**src/rtl/spike_event_encoder.sv**
```systemverilog
// Sequential spike extractor: scans the active lanes of an updated voltage vector,
// emits one handshaked event per lane at or above threshold, and zeroes those lanes.
module spike_event_encoder #(
   parameter int unsigned LANES = 16,
   parameter int unsigned XLEN  = 32
) (
   input  logic                      clk,
   input  logic                      rst_n,
   input  logic                      in_valid,
   output logic                      in_ready,
   input  logic [LANES*XLEN-1:0]     vol_in,
   input  logic [XLEN-1:0]           vt,
   input  logic [1:0]                VL,
   output logic                      ev_valid,
   input  logic                      ev_ready,
   output logic [$clog2(LANES)-1:0]  ev_lane,
   output logic [XLEN-1:0]           ev_vol,
   output logic [LANES*XLEN-1:0]     vol_out,
   output logic [LANES-1:0]          spike_mask,
   output logic                      done,
   output logic                      busy
);

   localparam int unsigned IDXW = $clog2(LANES);

   typedef enum logic [1:0] {
      IDLE = 2'b00,
      SCAN = 2'b01,
      EMIT = 2'b10,
      DONE = 2'b11
   } state_t;

   state_t                      state;
   state_t                      state_next;
   logic [LANES-1:0][XLEN-1:0]  vol_q;
   logic [XLEN-1:0]             vt_q;
   logic [IDXW-1:0]             idx;
   logic [IDXW-1:0]             last_idx;
   logic [IDXW-1:0]             last_c;
   logic                        hit_c;
   logic                        at_last_c;
   logic                        accept_c;
   logic                        take_c;
   logic                        step_c;

   assign vol_out   = vol_q;
   assign hit_c     = (vol_q[idx] >= vt_q);
   assign at_last_c = (idx == last_idx);

   // Vector length code to index of the last active lane.
   always_comb begin
      last_c = '0;
      case (VL)
         2'b01:   last_c = IDXW'(3);
         2'b10:   last_c = IDXW'(LANES - 1);
         default: last_c = '0;
      endcase
   end

   // Next-state and datapath strobes.
   always_comb begin
      state_next = state;
      accept_c   = 1'b0;
      take_c     = 1'b0;
      step_c     = 1'b0;
      unique case (state)
         IDLE: begin
            if (in_valid) begin
               accept_c   = 1'b1;
               state_next = SCAN;
            end
         end
         SCAN: begin
            if (hit_c) begin
               take_c     = 1'b1;
               state_next = EMIT;
            end else if (at_last_c) begin
               state_next = DONE;
            end else begin
               step_c = 1'b1;
            end
         end
         EMIT: begin
            if (ev_ready) begin
               if (at_last_c) begin
                  state_next = DONE;
               end else begin
                  step_c     = 1'b1;
                  state_next = SCAN;
               end
            end
         end
         DONE:    state_next = IDLE;
         default: state_next = IDLE;
      endcase
   end

   // State, status flags and working vector; flags are decoded from the next state
   // so they line up with the state they describe.
   always_ff @(posedge clk or negedge rst_n) begin
      if (!rst_n) begin
         state      <= IDLE;
         in_ready   <= 1'b1;
         busy       <= 1'b0;
         ev_valid   <= 1'b0;
         done       <= 1'b0;
         ev_lane    <= '0;
         ev_vol     <= '0;
         vol_q      <= '0;
         vt_q       <= '0;
         spike_mask <= '0;
         idx        <= '0;
         last_idx   <= '0;
      end else begin
         state    <= state_next;
         in_ready <= (state_next == IDLE);
         busy     <= (state_next != IDLE);
         ev_valid <= (state_next == EMIT);
         done     <= (state_next == DONE);
         if (accept_c) begin
            vol_q      <= vol_in;
            vt_q       <= vt;
            last_idx   <= last_c;
            idx        <= '0;
            spike_mask <= '0;
         end
         if (take_c) begin
            ev_lane           <= idx;
            ev_vol            <= vol_q[idx];
            vol_q[idx]        <= '0;
            spike_mask[idx]   <= 1'b1;
         end
         if (step_c) begin
            idx <= idx + IDXW'(1);
         end
      end
   end

endmodule

```
**config.mk**
```make
export PLATFORM = sky130hd
export DESIGN_NAME = spike_event_encoder
export DESIGN_NICKNAME = d
export VERILOG_FILES = /design/src/rtl/spike_event_encoder.sv
export SDC_FILE = /design/constraint.sdc
export NUM_CORES = 1
export LEC_CHECK = 0
export ABC_AREA = 1
export BUFFER_PORTS_ARGS = -buffer_cell sky130_fd_sc_hd__buf_4
export CORE_AREA = 2 2 429 431
export CTS_BUF_LIST = sky130_fd_sc_hd__clkbuf_2
export CTS_CLUSTER_DIAMETER = 60
export DETAILED_ROUTE_END_ITERATION = 16
export DIE_AREA = 0 0 431 433
export GPL_TIMING_DRIVEN = 0
export PLACE_DENSITY = 0.41
export SKIP_CTS_REPAIR_TIMING = 1
export SLEW_MARGIN = 30
export SYNTH_ARGS = -nofsm -noshare
export SYNTH_HDL_FRONTEND = slang
export SYNTH_SLANG_ARGS = --single-unit
```
**constraint.sdc**
```tcl
create_clock -name clk -period 3.1 [get_ports clk]
set_clock_uncertainty 0.05 [all_clocks]
set_input_delay 0.155 -clock clk [delete_from_list [all_inputs] [get_ports clk]]
set_output_delay 0.155 -clock clk [all_outputs]
set_load 0.02 [all_outputs]
```
==> results of run 1 <==
synth_stat cells (all sizes together):
cell    count  area share (%)
inv       317             4.0
nand4       2           0.042
nor2      292             4.0
dfstp       1           0.088
nand3      13            0.22
xor2        2           0.059
o21a        3           0.075
or2        31            0.65
a21o        2           0.050
o211ai      1           0.025
buf       125             2.5
clkbuf    155             2.0
ha         41             1.7
nand2     996              13
dfrtp     607              51
or3        31            0.65
o21ai     569             9.5
a21oi     651              11
through the flow:
| stage | worst slack [ns] | instances | hold WS [ns] |
|---|---|---|---|
| CTS | -3.216 | 7675 | -1.939 |
| detailed placement | -3.127 | 7358 | 0.1979 |
| global placement | -6.415 | 7341 | 0.3176 |
| floorplan | -0.2268 | 3839 | -0.1906 |
logic make-up after synthesis:
group	synth area share, %
flip-flops	51.00
AND/OR/NAND/NOR	18.19
adder cells (fa/ha/maj)	1.719
AO/OA/AOI/OAI	20.62
buffers and inverters	8.417
XOR/XNOR	0.05872
==> flow_metrics.env, run 1 <==
export IMPL_synth_cell_types=29
export IMPL_chipHeight_um=433
export IMPL_dp_hpwl_um=205000
export IMPL_fp_dieW_um=431
export IMPL_portBuffers=1117
export IMPL_h_tree_depth=4
export IMPL_clk_path_buf_depth=3
export IMPL_worstEpCategory="sequential cell input"
export IMPL_io_pins=1118
export IMPL_stop_stage="global routing"
export IMPL_yosys_warnings=0
export IMPL_yosysSeqAreaShare_pct=51.00
export IMPL_syn_cell_area_mm2=0.02984
export IMPL_grt_max_degree=107
export IMPL_numCtsBuffers=191
export IMPL_gp_congestion=0.9590
export IMPL_error_message="[ERROR RSZ-0060] Max buffer count reached."
export IMPL_start_util_pct=16.38
export IMPL_dpl_cell_area_mm2=0.04183
export IMPL_cts_root_buf="clkbuf_2"
export IMPL_ys_seq_elements=608
export IMPL_syn_inst=3839
export IMPL_row_count=157
export IMPL_crit_endpoint="vol_out[333]$_DFF_PN0_/D"
export IMPL_outcome="stopped before the end"
export IMPL_synth_avg_cell_area_um2=7.772
export IMPL_synth_fp_nets=4430
export IMPL_cts_sinks=608
==> inputs of run 2 (changes only) <==
--- a/config.mk
+++ b/config.mk
@@ -7,13 +7,11 @@
 export LEC_CHECK = 0
 export ABC_AREA = 1
 export BUFFER_PORTS_ARGS = -buffer_cell sky130_fd_sc_hd__buf_4
-export CORE_AREA = 2 2 429 431
-export CTS_BUF_LIST = sky130_fd_sc_hd__clkbuf_2
-export CTS_CLUSTER_DIAMETER = 60
+export CORE_AREA = 2 2 441 443
 export DETAILED_ROUTE_END_ITERATION = 16
-export DIE_AREA = 0 0 431 433
+export DIE_AREA = 0 0 443 445
 export GPL_TIMING_DRIVEN = 0
-export PLACE_DENSITY = 0.41
+export PLACE_DENSITY_LB_ADDON = 0.15
 export SKIP_CTS_REPAIR_TIMING = 1
 export SLEW_MARGIN = 30
 export SYNTH_ARGS = -nofsm -noshare
==> constraint.sdc (replaced) <==
create_clock -name clk -period 4.05 [get_ports clk]
set_clock_uncertainty 0.05 [all_clocks]
set_input_delay 0.2025 -clock clk [delete_from_list [all_inputs] [get_ports clk]]
set_output_delay 0.2025 -clock clk [all_outputs]
set_load 0.02 [all_outputs]
==> run 2 against run 1 <==
  * The flow now finishes, with violations (negative hold slack, negative setup slack)
  * Area after synthesis did not move
  * Synthesized cell count did not move
==> flow_metrics.env, run 2 <==
export IMPL_vdd_drop_max_v=0.0003814
export IMPL_criticalPathCategory="flip-flop to flip-flop"
export IMPL_fp_dieW_um=443
export IMPL_async_reset_ff_share_pct=100.0
export IMPL_crit_family="simple AND/OR/NAND/NOR gates"
export IMPL_stdcell_area_mm2=0.05216
export IMPL_required_ns=4.65
export IMPL_power_density_mw_per_mm2=911.4
export IMPL_worst_slack_ns=-0.6037
export IMPL_numCtsBuffers=86
export IMPL_antenna_left=0
export IMPL_first_global_vias=33370
export IMPL_vias_per_cell=4.278
export IMPL_totalWireLength_um=249300
export IMPL_hold_ws_ns=-0.03509
export IMPL_synth_ff_type="dfrtp_1"
export IMPL_outcome="finished with violations"
export IMPL_rsz0062_at_grt="yes"
export IMPL_dpl_cell_area_mm2=0.04180
export IMPL_grt_pass1_wl_um=318000
export IMPL_final_cell_mix="buf_4, nand2_1, dfrtp_1, a21oi_1, dlygate4sd3_1"
export IMPL_synth_top_area_share_pct=50.91
export IMPL_ys_seq_elements=608
export IMPL_fmax_mhz=214.9
export IMPL_yosys_warnings=0
export IMPL_leakage_nw=24.64
export IMPL_syn_inst=3839
export IMPL_worst_path_max_fanout=10
export IMPL_insertion_delay_ns=0.75
export IMPL_grt_max_degree=100
export IMPL_yosysTopAreaCell="dfrtp_1"
export IMPL_report_final_hold_viol_count=4
export IMPL_nNetsFinal=6223
export IMPL_failed_checks="negative hold slack, negative setup slack"
export IMPL_first_pass_iters=6
export IMPL_syn_cell_area_mm2=0.02984
export IMPL_fin_cells=8242
export IMPL_postLayoutCoreUtil_pct=27.17
export IMPL_cp_end_kind="flip-flop"
export IMPL_min_path_type="input port to asynchronous set/reset pin"
export IMPL_vias=35260
export IMPL_h_tree_depth=3
export IMPL_drt_initial_drc_count=2333
export IMPL_wire_per_inst_um=30.24
export IMPL_clk_path_buf_depth=3
export IMPL_n_fill_cell=21030
export IMPL_synth_area_top_cells="dfrtp_1, nand2_1, a21oi_1"
export IMPL_synth_cell_types=29
export IMPL_syn_to_final_growth_pct=74.83
export IMPL_synthTopCellsByCount="nand2_1, a21oi_1, dfrtp_1, o21ai_0, inv_1"
export IMPL_cts_root_buf="clkbuf_16"
export IMPL_regArea_mm2=0.01522
export IMPL_dieArea_mm2=0.1971
export IMPL_path_buf_inv=8
export IMPL_largest_reg_flops=512
export IMPL_overflow=0
export IMPL_max_stage_delay_ns=0.40
export IMPL_rrSetupSlack_ns=-0.60
export IMPL_clk_pin_slew_ns=0.06
export IMPL_chipHeight_um=445
export IMPL_layout_drive_gt1_share_pct=29.67
export IMPL_portBuffers=1117
export IMPL_slew_limit_headroom_pct=39.23
export IMPL_antenna_found_initial=34
export IMPL_min_period_over_period_pct=114.9
export IMPL_setup_viol=570
export IMPL_synth_most_common_cell="nand2_1"
export IMPL_drv_slew=0
export IMPL_crit_path_frequent_cell="nand2_1"
export IMPL_dp_hpwl_um=204400
export IMPL_yosysSeqAreaShare_pct=51.00
export IMPL_core_mm2=0.1920
export IMPL_start_util_pct=15.54
export IMPL_place_inst=7496
export IMPL_cts_tree="done"
export IMPL_fin_crit_ns=4.654
export IMPL_io_pins=1118
export IMPL_worst_pin_slew_ns=0.9115
export IMPL_multi_input_area_mm2=0.01308
export IMPL_cap_violations=0
export IMPL_cp_slowest_cell="dfrtp_1"
export IMPL_cts_sinks=608
export IMPL_gr_usage_all_layers_pct=24.14
export IMPL_row_count=161
export IMPL_synth_avg_cell_area_um2=7.772
export IMPL_gp_congestion=0.8672
export IMPL_drc_errors=0
export IMPL_synth_edf_count=0
export IMPL_start_kind="flip-flop"
export IMPL_final_common_cell="buf_4"
export IMPL_critical_path_arrival_ns=5.25
export IMPL_synth_fp_nets=4430
-- run 2: area by class of cell --
type,instances,share of cell area (%)
Clock buffer,130,5.027
Antenna cell,17,0.08155
Buffer,279,3.574
Inverter,317,2.329
Timing Repair Buffer,1706,28.00
Sequential cell,608,29.17
Multi-Input combinational cell,2634,25.07
Clock inverter,25,0.6884
Tap cell,2526,6.059
-- run 2: layer usage --
| layer | vias to the layer above | global-route usage, % | wire length, um |
|---|---|---|---|
| met3 | 297 | 5.110 | 12320 |
| met2 | 1303 | 44.10 | 129800 |
| met1 | 17580 | 27.93 | 98910 |
| met5 | - | 0 | 65 |
| met4 | 10 | 7.496 | 8165 |
| li1 | 16060 | - | - |
-- run 2: worst paths after layout --
kind,from,end,depth (start not counted)
min,rst_n,vol_out[459],2
max,idx[0],vol_out[120],25
max reg2reg,idx[0],vol_out[120],25
min in group clk,vt[25],vt_q[25],4
min reg2reg,ev_vol[12],ev_vol[12],2
max in group asynchronous,rst_n,vol_out[10],5
-- run 2: report_power, final --
| group | internal, mW | total (mW) | switching (mW) | leakage [nW] |
|---|---|---|---|---|
| logic | 9.16 | 27.8 | 18.6 | 16.0 |
| clock network | 4.96 | 8.28 | 3.31 | 1.46 |
| registers | 8.88 | 11.5 | 2.63 | 7.21 |
-- run 2: kinds of logic after synthesis --
family,share of synthesized area (%)
AOI/OAI and AO/OA,20.62
xor gates and xnor gates,0.05872
adders and majority gates,1.719
DFF,51.00
and+or+nand+nor,18.19
buffers and inverters,8.417
-- run 2: per-stage QoR --
stage | total power [mW] | setup slack (ns) | setup TNS (ns)
after global placement | 37.28 | -5.697 | -4624.85
after detailed placement | 37.51 | -2.561 | -1181.21
final | 47.54 | -0.6037 | -272.87
after CTS | 45.99 | -2.599 | -1197.85
after global routing | 50.11 | -0.7448 | -347.94
after floorplan | 22.26 | 0.6781 | 0
Power figures use the tool's default switching activity.
